==> src/rtl/ula1bit_sliced_pkg.sv <==
// -----------------------------------------------------------------------------
// alu_pkg
// Shared definitions for the bit-sliced ALU (ula1bit_sliced).
//
// Contents:
//   FN_AND / FN_OR / FN_NOTB / FN_ADD : 2-bit function codes, ordered {F0,F1}
//   fn_t                              : enum view of the same codes
//   WIDTH_MIN / WIDTH_MAX             : legal range of the WIDTH parameter
//   Z_FLAG_RST                        : value the zero flag takes in reset
// -----------------------------------------------------------------------------
package alu_pkg;

    localparam logic [1:0] FN_AND  = 2'b00;
    localparam logic [1:0] FN_OR   = 2'b01;
    localparam logic [1:0] FN_NOTB = 2'b10;
    localparam logic [1:0] FN_ADD  = 2'b11;

    typedef enum logic [1:0] {
        FN_E_AND  = FN_AND,
        FN_E_OR   = FN_OR,
        FN_E_NOTB = FN_NOTB,
        FN_E_ADD  = FN_ADD
    } fn_t;

    localparam int WIDTH_MIN = 1;
    localparam int WIDTH_MAX = 64;

    // The reset result is all zeros, so the zero flag reads as set.
    localparam logic Z_FLAG_RST = 1'b1;

endpackage

==> src/rtl/ula1bit_sliced_if.sv <==
// -----------------------------------------------------------------------------
// ula1bit_sliced_if
// Operand/control/result bundle of the bit-sliced ALU.
//
// Signals:
//   F0, F1    : function select, {F0,F1} uses the alu_pkg FN_* codes
//   ENA, ENB  : operand enables (0 forces that operand to zero)
//   INVA      : invert the gated A operand
//   INC       : carry into bit 0 (add mode only)
//   A, B      : WIDTH-bit operands
//   out       : registered result
//   carryout  : registered carry out of the MSB (add mode only)
//   n_flag    : registered out[WIDTH-1]
//   z_flag    : registered (out == 0)
//
// Modports:
//   master : drives operands/controls, observes results (bench / datapath)
//   slave  : the ALU itself
// -----------------------------------------------------------------------------
interface ula1bit_sliced_if #(
    parameter int WIDTH = 1
);

    logic             F0;
    logic             F1;
    logic             ENA;
    logic             ENB;
    logic             INVA;
    logic             INC;
    logic [WIDTH-1:0] A;
    logic [WIDTH-1:0] B;
    logic [WIDTH-1:0] out;
    logic             carryout;
    logic             n_flag;
    logic             z_flag;

    modport master (
        output F0, F1, ENA, ENB, INVA, INC, A, B,
        input  out, carryout, n_flag, z_flag
    );

    modport slave (
        input  F0, F1, ENA, ENB, INVA, INC, A, B,
        output out, carryout, n_flag, z_flag
    );

endinterface

==> src/rtl/ula1bit_sliced_alu_slice.sv <==
// -----------------------------------------------------------------------------
// alu_slice
// Combinational 1-bit ALU cell. WIDTH copies are chained through cin/cout.
//
// Ports:
//   a, b     : operand bits for this slice
//   ena, enb : operand enables
//   inva     : invert gated a
//   cin      : carry in from the next-lower slice (INC for slice 0)
//   f0, f1   : function select, {f0,f1}
//   r        : result bit
//   cout     : carry to the next-higher slice
// -----------------------------------------------------------------------------
module alu_slice
    import alu_pkg::*;
(
    input  logic a,
    input  logic b,
    input  logic ena,
    input  logic enb,
    input  logic inva,
    input  logic cin,
    input  logic f0,
    input  logic f1,
    output logic r,
    output logic cout
);

    logic w_a;
    logic w_b;

    // Gating uses AND so a disabled operand is a hard 0 even if the bus is X.
    assign w_a = (a & ena) ^ inva;
    assign w_b = b & enb;

    // cout is held at 0 outside add mode so the MSB carry is directly the
    // carryout value and a stray INC never leaks up the chain.
    always_comb begin
        r    = 1'b0;
        cout = 1'b0;
        case ({f0, f1})
            FN_AND:  r = w_a & w_b;
            FN_OR:   r = w_a | w_b;
            FN_NOTB: r = ~w_b;
            FN_ADD: begin
                r    = w_a ^ w_b ^ cin;
                cout = (w_a & w_b) | (cin & (w_a ^ w_b));
            end
            default: begin
                r    = 1'b0;
                cout = 1'b0;
            end
        endcase
    end

endmodule

==> src/rtl/ula1bit_sliced.sv <==
// -----------------------------------------------------------------------------
// ula1bit_sliced
// Registered Mic-1 style ALU built from a ripple chain of alu_slice cells.
// One cycle latency, a new operation every cycle, no handshake.
//
// Ports:
//   clk : rising-edge clock
//   rst : synchronous active-high reset; clears out/carryout/n_flag and sets
//         z_flag, overriding whatever operation is presented that cycle
//   bus : ula1bit_sliced_if.slave, operands/controls in, registered results out
//
// Parameters:
//   WIDTH : operand/result width, 1..64
// -----------------------------------------------------------------------------
module ula1bit_sliced
    import alu_pkg::*;
#(
    parameter int WIDTH = 1
) (
    input  logic                clk,
    input  logic                rst,
    ula1bit_sliced_if.slave     bus
);

    logic [WIDTH-1:0] w_r;
    logic [WIDTH:0]   w_c;
    logic             w_n;
    logic             w_z;

    logic [WIDTH-1:0] r_out_p1;
    logic             r_carry_p1;
    logic             r_n_p1;
    logic             r_z_p1;

    assign w_c[0] = bus.INC;

    for (genvar gi = 0; gi < WIDTH; gi++) begin : g_slice
        alu_slice u_slice (
            .a    (bus.A[gi]),
            .b    (bus.B[gi]),
            .ena  (bus.ENA),
            .enb  (bus.ENB),
            .inva (bus.INVA),
            .cin  (w_c[gi]),
            .f0   (bus.F0),
            .f1   (bus.F1),
            .r    (w_r[gi]),
            .cout (w_c[gi+1])
        );
    end

    // Flags come from the same combinational result that loads out, so all
    // four registers always describe one operation.
    assign w_n = w_r[WIDTH-1];
    assign w_z = ~|w_r;

    // ---- stage p0 (combinational slices) -> p1 (output registers) ----
    always_ff @(posedge clk) begin
        if (rst) begin
            r_out_p1   <= '0;
            r_carry_p1 <= 1'b0;
            r_n_p1     <= 1'b0;
            r_z_p1     <= Z_FLAG_RST;
        end else begin
            r_out_p1   <= w_r;
            r_carry_p1 <= w_c[WIDTH];
            r_n_p1     <= w_n;
            r_z_p1     <= w_z;
        end
    end

    assign bus.out      = r_out_p1;
    assign bus.carryout = r_carry_p1;
    assign bus.n_flag   = r_n_p1;
    assign bus.z_flag   = r_z_p1;

endmodule

==> src/flat_wrapper.sv <==
// flat-port wrapper written by rule: the top's interface ports become plain ports
module ula1bit_sliced_flat import alu_pkg::*;
#(
    parameter int WIDTH = 1
)
  (clk, rst, bus_F0, bus_F1, bus_ENA, bus_ENB, bus_INVA, bus_INC, bus_A, bus_B, bus_out, bus_carryout, bus_n_flag, bus_z_flag);
  ula1bit_sliced_if #(.WIDTH(WIDTH)) bus_i ();
  input  logic clk;
  input  logic rst;
  input wire logic [$bits(bus_i.F0)-1:0] bus_F0;
  input wire logic [$bits(bus_i.F1)-1:0] bus_F1;
  input wire logic [$bits(bus_i.ENA)-1:0] bus_ENA;
  input wire logic [$bits(bus_i.ENB)-1:0] bus_ENB;
  input wire logic [$bits(bus_i.INVA)-1:0] bus_INVA;
  input wire logic [$bits(bus_i.INC)-1:0] bus_INC;
  input wire logic [$bits(bus_i.A)-1:0] bus_A;
  input wire logic [$bits(bus_i.B)-1:0] bus_B;
  output wire logic [$bits(bus_i.out)-1:0] bus_out;
  output wire logic [$bits(bus_i.carryout)-1:0] bus_carryout;
  output wire logic [$bits(bus_i.n_flag)-1:0] bus_n_flag;
  output wire logic [$bits(bus_i.z_flag)-1:0] bus_z_flag;
  assign bus_i.F0 = bus_F0;
  assign bus_i.F1 = bus_F1;
  assign bus_i.ENA = bus_ENA;
  assign bus_i.ENB = bus_ENB;
  assign bus_i.INVA = bus_INVA;
  assign bus_i.INC = bus_INC;
  assign bus_i.A = bus_A;
  assign bus_i.B = bus_B;
  assign bus_out = bus_i.out;
  assign bus_carryout = bus_i.carryout;
  assign bus_n_flag = bus_i.n_flag;
  assign bus_z_flag = bus_i.z_flag;
  ula1bit_sliced #(.WIDTH(WIDTH)) u_core (.clk(clk), .rst(rst), .bus(bus_i));
endmodule
==> config.mk <==
export PLATFORM = sky130hd
export DESIGN_NAME = ula1bit_sliced_flat
export DESIGN_NICKNAME = d
export VERILOG_FILES = /design/src/rtl/ula1bit_sliced_pkg.sv /design/src/rtl/ula1bit_sliced_if.sv /design/src/rtl/ula1bit_sliced_alu_slice.sv /design/src/rtl/ula1bit_sliced.sv /design/src/flat_wrapper.sv
export SDC_FILE = /design/constraint.sdc
export NUM_CORES = 1
export LEC_CHECK = 0
export CORE_AREA = 2 2 39 41
export CTS_BUF_LIST = sky130_fd_sc_hd__clkbuf_4 sky130_fd_sc_hd__clkbuf_8 sky130_fd_sc_hd__clkbuf_16
export DETAILED_ROUTE_END_ITERATION = 8
export DIE_AREA = 0 0 41 43
export PLACE_DENSITY = 0.41
export SLEW_MARGIN = 40
export SYNTH_ARGS = -nofsm -noshare
export SYNTH_HDL_FRONTEND = slang
export SYNTH_SLANG_ARGS = --single-unit
==> constraint.sdc <==
create_clock -name clk -period 2 [get_ports clk]
set_input_delay 0.3 -clock clk [delete_from_list [all_inputs] [get_ports clk]]
set_output_delay 0.3 -clock clk [all_outputs]
set_load 0.01 [all_outputs]
==> impl_metrics.toml <==
[yosys]
synth_top_area_share_pct = 31.2
ys_warn_count = 0
synth-seq-area-share_pct = 31.2
synth_area_leaders = "dfxtp_1 31%, ha_1 13%, fa_1 10%, a2111oi_2 7.8%, nand2_1 5.8%"
syn_inst = 20
synth.avg_cell_area_um2 = 9.63
syn_nets = 33
synth_top_area_cell = "dfxtp_1"
ys_ff_latch = 3
synth_cell_type_count = 14
synth_area_um2 = 193

[layout]
regArea_um2 = 60.1
antenna_cells = 0
n_fill_cell = 148
area_delta_synth_final_pct = 93.5
fin_util_pct = 26.9
drive_gt1_share_pct = 21.6
multi_input_area_um2 = 114
finalNetCount = 51

[placement]
dp_hpwl_um = 379
numPortBuffers = 13
pre_cts_ws_ns = -0.0982
gp_congestion = 0.620

[sta]
finalHoldViolCount = 0
setup-violations-final = 0
slew_viol_final = 0
timing.fmax_ghz = 0.552
period_share_pct = 90.5
finalCriticalPeriod_ns = 1.81
finalWorstSetupSlack_ns = 0.189
tns_ns = 0
rsz0062_at_grt = "false"
max_slew_margin_pct = 78.3
worst_pin_slew_ns = 0.324

[die]
pin_count = 14
core-area_mm2 = 0.00138
fp.dieH_um = 43
die_w_um = 41
rows = 14
floorplan.initialDensity_pct = 13.9
dieArea_mm2 = 0.00176

[global_routing]
grt_pass1_vias = 192
grt_usage_pct = 6.43
grt_overflow = 0
grt_pass1_wl_um = 683
grt_max_degree = 6
antenna_found_initial = 0

[cts]
root_buffer = "clkbuf_4"
clkTransAtPathRegs_ns = 0.04
hold_buffers = 0
cts.repair.resized = 0
cts_max_path_buffers = 2
cts_setup_buffers = 0
htree_levels = 1
cts_buffers = 3
cts_tree = "built"
cts.sinks = 3

[route]
first_iter_violations = 1
ant_nets = 0
first_pass_iters = 2
drc = 0
viasPerCell = 3.75
routed_wl_um = 431
route.vias.total = 199
wl_per_cell_um = 8.13

[outcome]
status = "completed"

[power_and_ir_drop]
peakVddDrop_v = 0.000195
cellPowerDensity_mw_per_mm2 = 659
leakagePower_nw = 0.159

[critical_path]
crit_required_ns = 2.12
critPathMaxFanout = 2
crit_path_end_kind = "flop"
crit_arrival_ns = 1.93
setup.worst_path.class = "primary input to flop"
cp-start-kind = "primary input"

[run]
cap_violations = 0

[min_path]
hp-class = "primary input to flop"
==> per-stage QoR <==
stage | cell area [um2] | total power, mW | hold slack [ns] | instances
2_1_floorplan | 193 | 0.0921 | 0.408 | 20
3_3_place_gp | 343 | 0.129 | 0.977 | 49
3_5_place_dp | 343 | 0.130 | 0.975 | 49
4_1_cts | 373 | 0.252 | 0.746 | 53
5_1_grt | 373 | 0.261 | 0.773 | 53
6_report | 373 | 0.246 | 0.739 | 53
==> layout by cell type, fill, tap and decap left out <==
master and count:
nor2_1 1, a2111oi_2 1, a31oi_1 1, inv_1 2, xnor2_1 1, and4_2 1, ha_1 2, a31o_1 1
buf_4 1, inv_2 1, nand2_1 3, o21ai_0 1, clkbuf_4 4, fa_1 1, dfxtp_1 3, clkdlybuf4s50_1 13
==> worst max-delay path: stages <==
cell and delay [ns]:
clkdlybuf4s50_1 0.46, nand2_1 0.06, xnor2_1 0.25, fa_1 0.46, nand2_1 0.07, o21ai_0 0.11, a31o_1 0.23
==> sequential cells by signal, indices dropped and copies added, names as in the netlist <==
register / flops
u_core.bus.carryout: 1
u_core.bus.z_flag: 1
u_core.bus.n_flag: 1
==> routing by layer <==
| layer | routed length, um | global-route usage, % | share of wire, % | vias up |
|---|---|---|---|---|
| li1 | - | - | - | 100 |
| met1 | 139 | 6.13 | 32 | 80 |
| met2 | 194 | 8.44 | 45 | 15 |
| met3 | 72 | 1.57 | 17 | 4 |
| met4 | 25 | 10.0 | 5.8 | 0 |
| met5 | 0 | 0 | 0 | - |
==> Yosys cell counts <==
master	count
a2111oi_2	1
a31o_1	1
a31oi_1	1
and4_2	1
buf_4	1
dfxtp_1	3
fa_1	1
ha_1	2
inv_1	2
inv_2	1
nand2_1	3
nor2_1	1
o21ai_0	1
xnor2_1	1
==> area by class of cell <==
cell class                 count  area share [%]
inverter                       3            3.02
tap                           16            5.37
clock buffer                   4            8.05
multi-input combinational     13            30.5
sequential                     3            16.1
timing repair buffer          14            36.9
==> final timing paths <==
check / start / endpoint / slack, ns / depth (start not counted)
worst max-delay path: bus_ENA / u_core.bus.n_flag$_SDFF_PP0_ / 0.19 / 7
worst min-delay path: bus_F1 / u_core.bus.z_flag$_SDFF_PP1_ / 0.74 / 2
==> logic make-up (layout without fill, tap and decap cells) <==
logic type / count (synthesis) / after routing / share of synthesized area, %
simple gates: 5 / 5 / 13.0
xor+xnor: 1 / 1 / 4.55
fa+ha+maj: 3 / 3 / 23.4
compound gates: 4 / 4 / 18.2
flops: 3 / 3 / 31.2
buf+inv: 4 / 21 / 9.74
==> power by group <==
group | switching, mW | internal [mW]
clock | 0.0302 | 0.0882
sequential | 0.00145 | 0.0648
combinational | 0.0233 | 0.0379
total | 0.0550 | 0.191
(Power assumes the default switching activity.)
